<file path="src/rtl/uart_pkg.sv">
// rtl/uart_pkg.sv - shared UART state encoding and frame constants
package uart_pkg;

    typedef enum logic [2:0] {
        ST_IDLE,
        ST_START,
        ST_DATA,
        ST_STOP,
        ST_BREAK
    } uart_state_e;

    localparam int   DEFAULT_CLKS_PER_BIT = 434;
    localparam logic START_BIT            = 1'b0;
    localparam logic STOP_BIT             = 1'b1;

endpackage

</file>
<file path="src/rtl/uart_sync2.sv">
// rtl/uart_sync2.sv - two-flop synchronizer with selectable reset value
module uart_sync2 #(
    parameter logic RESET_VAL = 1'b1
) (
    input  logic clk,
    input  logic reset,
    input  logic d_i,
    output logic q_o
);

    logic meta_q;
    logic sync_q;

    always_ff @(posedge clk or negedge reset) begin
        if (!reset) begin
            meta_q <= RESET_VAL;
            sync_q <= RESET_VAL;
        end else begin
            meta_q <= d_i;
            sync_q <= meta_q;
        end
    end

    assign q_o = sync_q;

endmodule

</file>
<file path="src/rtl/uart_rx.sv">
// rtl/uart_rx.sv - 8N1 UART receiver, mid-bit sampling with break detection
module uart_rx
    import uart_pkg::*;
#(
    parameter int DATA         = 8,
    parameter int CLKS_PER_BIT = DEFAULT_CLKS_PER_BIT
) (
    input  logic            clk,
    input  logic            reset,
    input  logic            rx_in,
    output logic [DATA-1:0] rx_data,
    output logic            rx_valid,
    output logic            rx_busy,
    output logic            frame_err
);

    localparam int CW = $clog2(CLKS_PER_BIT);
    localparam int BW = (DATA > 1) ? $clog2(DATA) : 1;
    localparam logic [CW-1:0] HALF_CNT = CW'(CLKS_PER_BIT / 2 - 1);
    localparam logic [CW-1:0] FULL_CNT = CW'(CLKS_PER_BIT - 1);
    localparam logic [BW-1:0] LAST_BIT = BW'(DATA - 1);

    logic            rxs;
    uart_state_e     state_q;
    logic [CW-1:0]   cnt_q;
    logic [BW-1:0]   bit_q;
    logic [DATA-1:0] shift_q;
    logic [DATA-1:0] rx_data_q;
    logic            rx_valid_q;
    logic            rx_busy_q;
    logic            frame_err_q;

    uart_sync2 #(.RESET_VAL(1'b1)) u_sync (
        .clk   (clk),
        .reset (reset),
        .d_i   (rx_in),
        .q_o   (rxs)
    );

    // rx_busy_q is written alongside every state change so it tracks the next state.
    always_ff @(posedge clk or negedge reset) begin
        if (!reset) begin
            state_q     <= ST_IDLE;
            cnt_q       <= '0;
            bit_q       <= '0;
            shift_q     <= '0;
            rx_data_q   <= '0;
            rx_valid_q  <= 1'b0;
            rx_busy_q   <= 1'b0;
            frame_err_q <= 1'b0;
        end else begin
            rx_valid_q  <= 1'b0;
            frame_err_q <= 1'b0;
            case (state_q)
                ST_IDLE: begin
                    cnt_q <= '0;
                    if (rxs == START_BIT) begin
                        state_q   <= ST_START;
                        rx_busy_q <= 1'b1;
                    end
                end
                ST_START: begin
                    if (cnt_q == HALF_CNT) begin
                        cnt_q <= '0;
                        if (rxs == START_BIT) begin
                            state_q <= ST_DATA;
                            bit_q   <= '0;
                        end else begin
                            state_q   <= ST_IDLE;
                            rx_busy_q <= 1'b0;
                        end
                    end else begin
                        cnt_q <= cnt_q + 1'b1;
                    end
                end
                ST_DATA: begin
                    if (cnt_q == FULL_CNT) begin
                        cnt_q   <= '0;
                        shift_q <= {rxs, shift_q[DATA-1:1]};
                        if (bit_q == LAST_BIT) begin
                            state_q <= ST_STOP;
                        end else begin
                            bit_q <= bit_q + 1'b1;
                        end
                    end else begin
                        cnt_q <= cnt_q + 1'b1;
                    end
                end
                ST_STOP: begin
                    if (cnt_q == FULL_CNT) begin
                        cnt_q <= '0;
                        if (rxs == STOP_BIT) begin
                            rx_data_q  <= shift_q;
                            rx_valid_q <= 1'b1;
                            state_q    <= ST_IDLE;
                            rx_busy_q  <= 1'b0;
                        end else begin
                            frame_err_q <= 1'b1;
                            state_q     <= ST_BREAK;
                        end
                    end else begin
                        cnt_q <= cnt_q + 1'b1;
                    end
                end
                ST_BREAK: begin
                    cnt_q <= '0;
                    if (rxs == STOP_BIT) begin
                        state_q   <= ST_IDLE;
                        rx_busy_q <= 1'b0;
                    end
                end
                default: begin
                    state_q   <= ST_IDLE;
                    cnt_q     <= '0;
                    rx_busy_q <= 1'b0;
                end
            endcase
        end
    end

    assign rx_data   = rx_data_q;
    assign rx_valid  = rx_valid_q;
    assign rx_busy   = rx_busy_q;
    assign frame_err = frame_err_q;

endmodule

</file>
<file path="config.mk">
export PLATFORM = sky130hd
export DESIGN_NAME = uart_rx
export DESIGN_NICKNAME = d
export VERILOG_FILES = /design/src/rtl/uart_pkg.sv /design/src/rtl/uart_sync2.sv /design/src/rtl/uart_rx.sv
export SDC_FILE = /design/constraint.sdc
export NUM_CORES = 1
export LEC_CHECK = 0
export BUFFER_PORTS_ARGS = -buffer_cell sky130_fd_sc_hd__buf_4
export CAP_MARGIN = 0
export CORE_MARGIN = 2
export CORE_UTILIZATION = 45
export CTS_BUF_LIST = sky130_fd_sc_hd__clkbuf_8
export CTS_CLUSTER_SIZE = 16
export DETAILED_ROUTE_END_ITERATION = 8
export PLACE_DENSITY = 0.65
export RECOVER_POWER = 25
export SLEW_MARGIN = 20
export SYNTH_ARGS = -nofsm -noshare
export SYNTH_HDL_FRONTEND = slang
export SYNTH_SLANG_ARGS = --single-unit
</file>
<file path="constraint.sdc">
create_clock -name clk -period 3.5 [get_ports clk]
set_input_delay 0.35 -clock clk [delete_from_list [all_inputs] [get_ports clk]]
set_output_delay 0.35 -clock clk [all_outputs]
set_load 0.01 [all_outputs]
</file>
==> metrics.md <==
| Metric | Value |
|---|---|
| Run status | `finished, violations left` |
| Failing checks | `max-capacitance violations, max-slew violations` |
| Aggregate negative setup slack | `0 ns` |
| Max IR drop VDD | `0.0002673 V` |
| Final period demand of the worst path | `1.909 ns` |
| Number of design rule violations left after detail routing | `0` |
| Critical Path RT | `3.67 ns` |
| Arrival time of the worst setup path | `2.08 ns` |
| Sequential element share of the synthesized area | `0.5636` |
| Flop-to-flop setup slack | `1.59 ns` |
| Detailed Place HPWL | `1780 µm` |
| TritonCTS clock tree | `done` |
| Die height | `63.68 µm` |
| Number of setup buffers added after CTS | `0` |
| Count of hold-fix buffers inserted at cts | `0` |
| Vias/cell | `5.191` |
| Main area contributors after synthesis | `dfrtp_1, mux2_2, ha_1` |
| Synthesized Nets | `137` |
| Total Routing Usage GR | `0.1506` |
| Actual transition at the worst max-transition pin | `1.840 ns` |
| Layout cells sized above 1 | `0.2973` |
| Number of pins exceeding their max-slew limit in the final report | `37` |
| Pin count of the biggest net entering global routing | `37` |
| Number of clock sinks | `36` |
| Fmax | `523.7 MHz` |
| Max Root-Sink Buffers | `2` |
| Nets | `155` |
| Total number of yosys warnings | `0` |
| Max Cap Violations | `1` |
| Area delta synth->final | `14.68%` |
| PostCTS Resize Cnt | `0` |
| Number of port buffers | `13` |
| I/O pin total | `14` |
| H-Tree Depth | `2` |
| Routed vias | `1,007` |
| Yosys reg bits | `36` |
| First-pass detailed-route iteration total | `4` |
| Row cnt | `21` |
| Startpoint Class | `register` |
| Die X-Extent | `63.68 µm` |
| Clock insertion delay at the later pin of the skew report | `0.29 ns` |
| Placer's final routability congestion estimate | `0.7794` |
| Library cell used as clock root buffer | `clkbuf_8` |
| Total CTS buffers | `5` |
| Largest fanout on the critical path | `9` |
| Core footprint | `0.003390 mm²` |
| Initial antenna violation count | `0` |
| Number of distinct library cell variants in the gate-level netlist after synthesis | `37` |
| Congestion Overflow GR | `0` |
| Layer with the highest usage | `met2` |
| Final-layout worst hold slack | `0.1700 ns` |
| Number of hold violations in the final report | `0` |
| Clock transition time at the flip-flop clock pins of the worst setup and hold paths | `0.07 ns` |
| Initial core utilization | `0.4729` |
| Number of DRC markers in iteration 0 | `78` |
| Post-Synthesis Cell Area | `0.001603 mm²` |
| Start point of the critical path | `cnt_q[1]$_DFF_PN0_` |
| Met1 track demand over resource | `0.1939` |
| Via count of the first global-routing pass | `1,006` |
| Leakage power summed over all cells | `0.8917 nW` |
| Setup Crit Path Kind | `reg2reg` |
| Met3 Resource Use GR | `0.05000` |
| Die outline area | `0.004055 mm²` |
| N_diodes | `0` |
| Period utilization | `0.5455` |
| Total power divided by cell area | `395.2 mW/mm²` |
| Synthesized instance count | `129` |
| Unrepaired setup endpoints after global routing | `false` |
| Class of the tightest hold or removal check | `in2reg` |
| Global-route wire length before repair | `4609 µm` |
| Routed length per instance | `12.95 µm` |
| Library cell with the largest summed area after synthesis | `dfrtp_1` |
| Critical Path End Type | `register` |
| Routed wire length | `2513 µm` |
| Hold path startpoint | `rx_in` |
| FF-to-FF Start | `cnt_q[1]$_DFF_PN0_` |
| Top-area cell type share of the netlist area | `0.5308` |
| Mean cell area of the mapped netlist | `12.42 µm²` |
| Routed Antenna Nets | `0` |
| Final setup vio count | `0` |
| Relative slew slack | `-0.2264` |
| Fraction of met2 tracks used by global routing | `0.2276` |
| Clock Skews | `0.009973 ns` |
[metal layers]
metal	vias up	share of wire	routed length, µm
met2	16	0.47	1188
met4	0	0.023	59
li1	483	-	-
met1	502	0.47	1173
met3	6	0.037	92
met5	-	0	0
[critical path: stages, from the launching register on]
cell and delay (ns):
dfrtp_1 0.41, inv_1 0.08, ha_1 0.13, and4bb_2 0.29, nand2_4 0.09, nor3_4 0.39
mux2_2 0.39
[flip-flops by register name, summed over array words and instances, names as in the netlist]
| register | flops |
|---|---|
| frame_err | 1 |
| state_q | 3 |
| shift_q | 8 |
| rx_busy | 1 |
| rx_valid | 1 |
| u_sync.q_o | 1 |
| rx_data | 8 |
| cnt_q | 9 |
| u_sync.meta_q | 1 |
| bit_q | 3 |
[metrics by stage]
step,cells,power [mW],instance area [µm²],util,worst slack (ns)
finish,194,0.7264,1838,0.5423,1.591
CTS,194,0.7383,1842,0.5434,1.572
detailed placement,186,0.4392,1748,0.5157,1.569
global placement,186,0.4387,1748,0.5157,1.603
global route,194,0.7612,1838,0.5423,1.460
floorplan,129,0.4287,1603,-,1.736
[path summary, 6_finish.rpt]
check                           cells past startpoint                 endpoint
max in group asynchronous                           1   rx_data[2]$_DFFE_PN0P_
worst min-delay path                                1  u_sync.meta_q$_DFF_PN1_
worst max register to register                      6   rx_data[4]$_DFFE_PN0P_
worst min register to register                      0     u_sync.q_o$_DFF_PN1_
min in group asynchronous                           1      frame_err$_DFF_PN0_
worst max-delay path                                6   rx_data[4]$_DFFE_PN0P_
[final cells by class]
class / count / area, µm²
clock inverters: 2 / 11.26
fillers: 290 / 1551
clock buffers: 6 / 82.58
multi-input cells: 83 / 659.4
flip-flops and latches: 36 / 903.4
repair buffers: 13 / 93.84
well taps: 46 / 57.56
inverters: 8 / 30.03
[synth_stat cells, drive strengths merged]
master,n
a2111oi,1
a21oi,3
a2bb2oi,1
a31oi,1
and4b,2
and4bb,1
buf,2
dfrtp,34
dfstp,2
ha,5
inv,8
maj3,1
mux2,15
mux2i,2
nand2,5
nand2b,1
nand3,5
nand3b,1
nand4,1
nand4b,1
nor2,16
nor2b,1
nor3,3
nor3b,2
nor4bb,1
o21ai,1
o221a,1
o2bb2ai,2
o31ai,1
or3,1
or3b,1
xnor2,6
xor2,1
[power by group]
group | switching [mW] | internal (mW) | leakage, nW
Clock | 0.140 | 0.157 | 0.0486
Combinational | 0.00918 | 0.00150 | 0.367
Sequential | 0.00126 | 0.418 | 0.476
[logic make-up (layout without fill, tap and decap cells)]
| family | after synthesis | count (layout) | synth area share |
|---|---|---|---|
| multiplexers | 17 | 17 | 0.1179 |
| adder cells (fa/ha/maj) | 6 | 6 | 0.04528 |
| AND/OR/NAND/NOR | 42 | 42 | 0.1538 |
| XOR/XNOR | 7 | 7 | 0.03825 |
| AO/OA/AOI/OAI | 11 | 11 | 0.05621 |
| flip-flops | 36 | 36 | 0.5636 |
| buffers and inverters | 10 | 29 | 0.02498 |
[cell usage in the layout (no fill, tap or decap), types with 2 or more instances in the layout]
cell / instances
dfstp_2: 2
xnor2_1: 6
mux2i_1: 2
nor2_1: 16
a21oi_1: 2
nor3b_1: 2
inv_1: 9
clkbuf_8: 6
buf_4: 11
nor3_1: 2
nand2_1: 4
o2bb2ai_1: 2
ha_1: 5
mux2_2: 15
nand3_1: 5
dfrtp_1: 34
No activity file was read; power rests on OpenSTA's default activity.
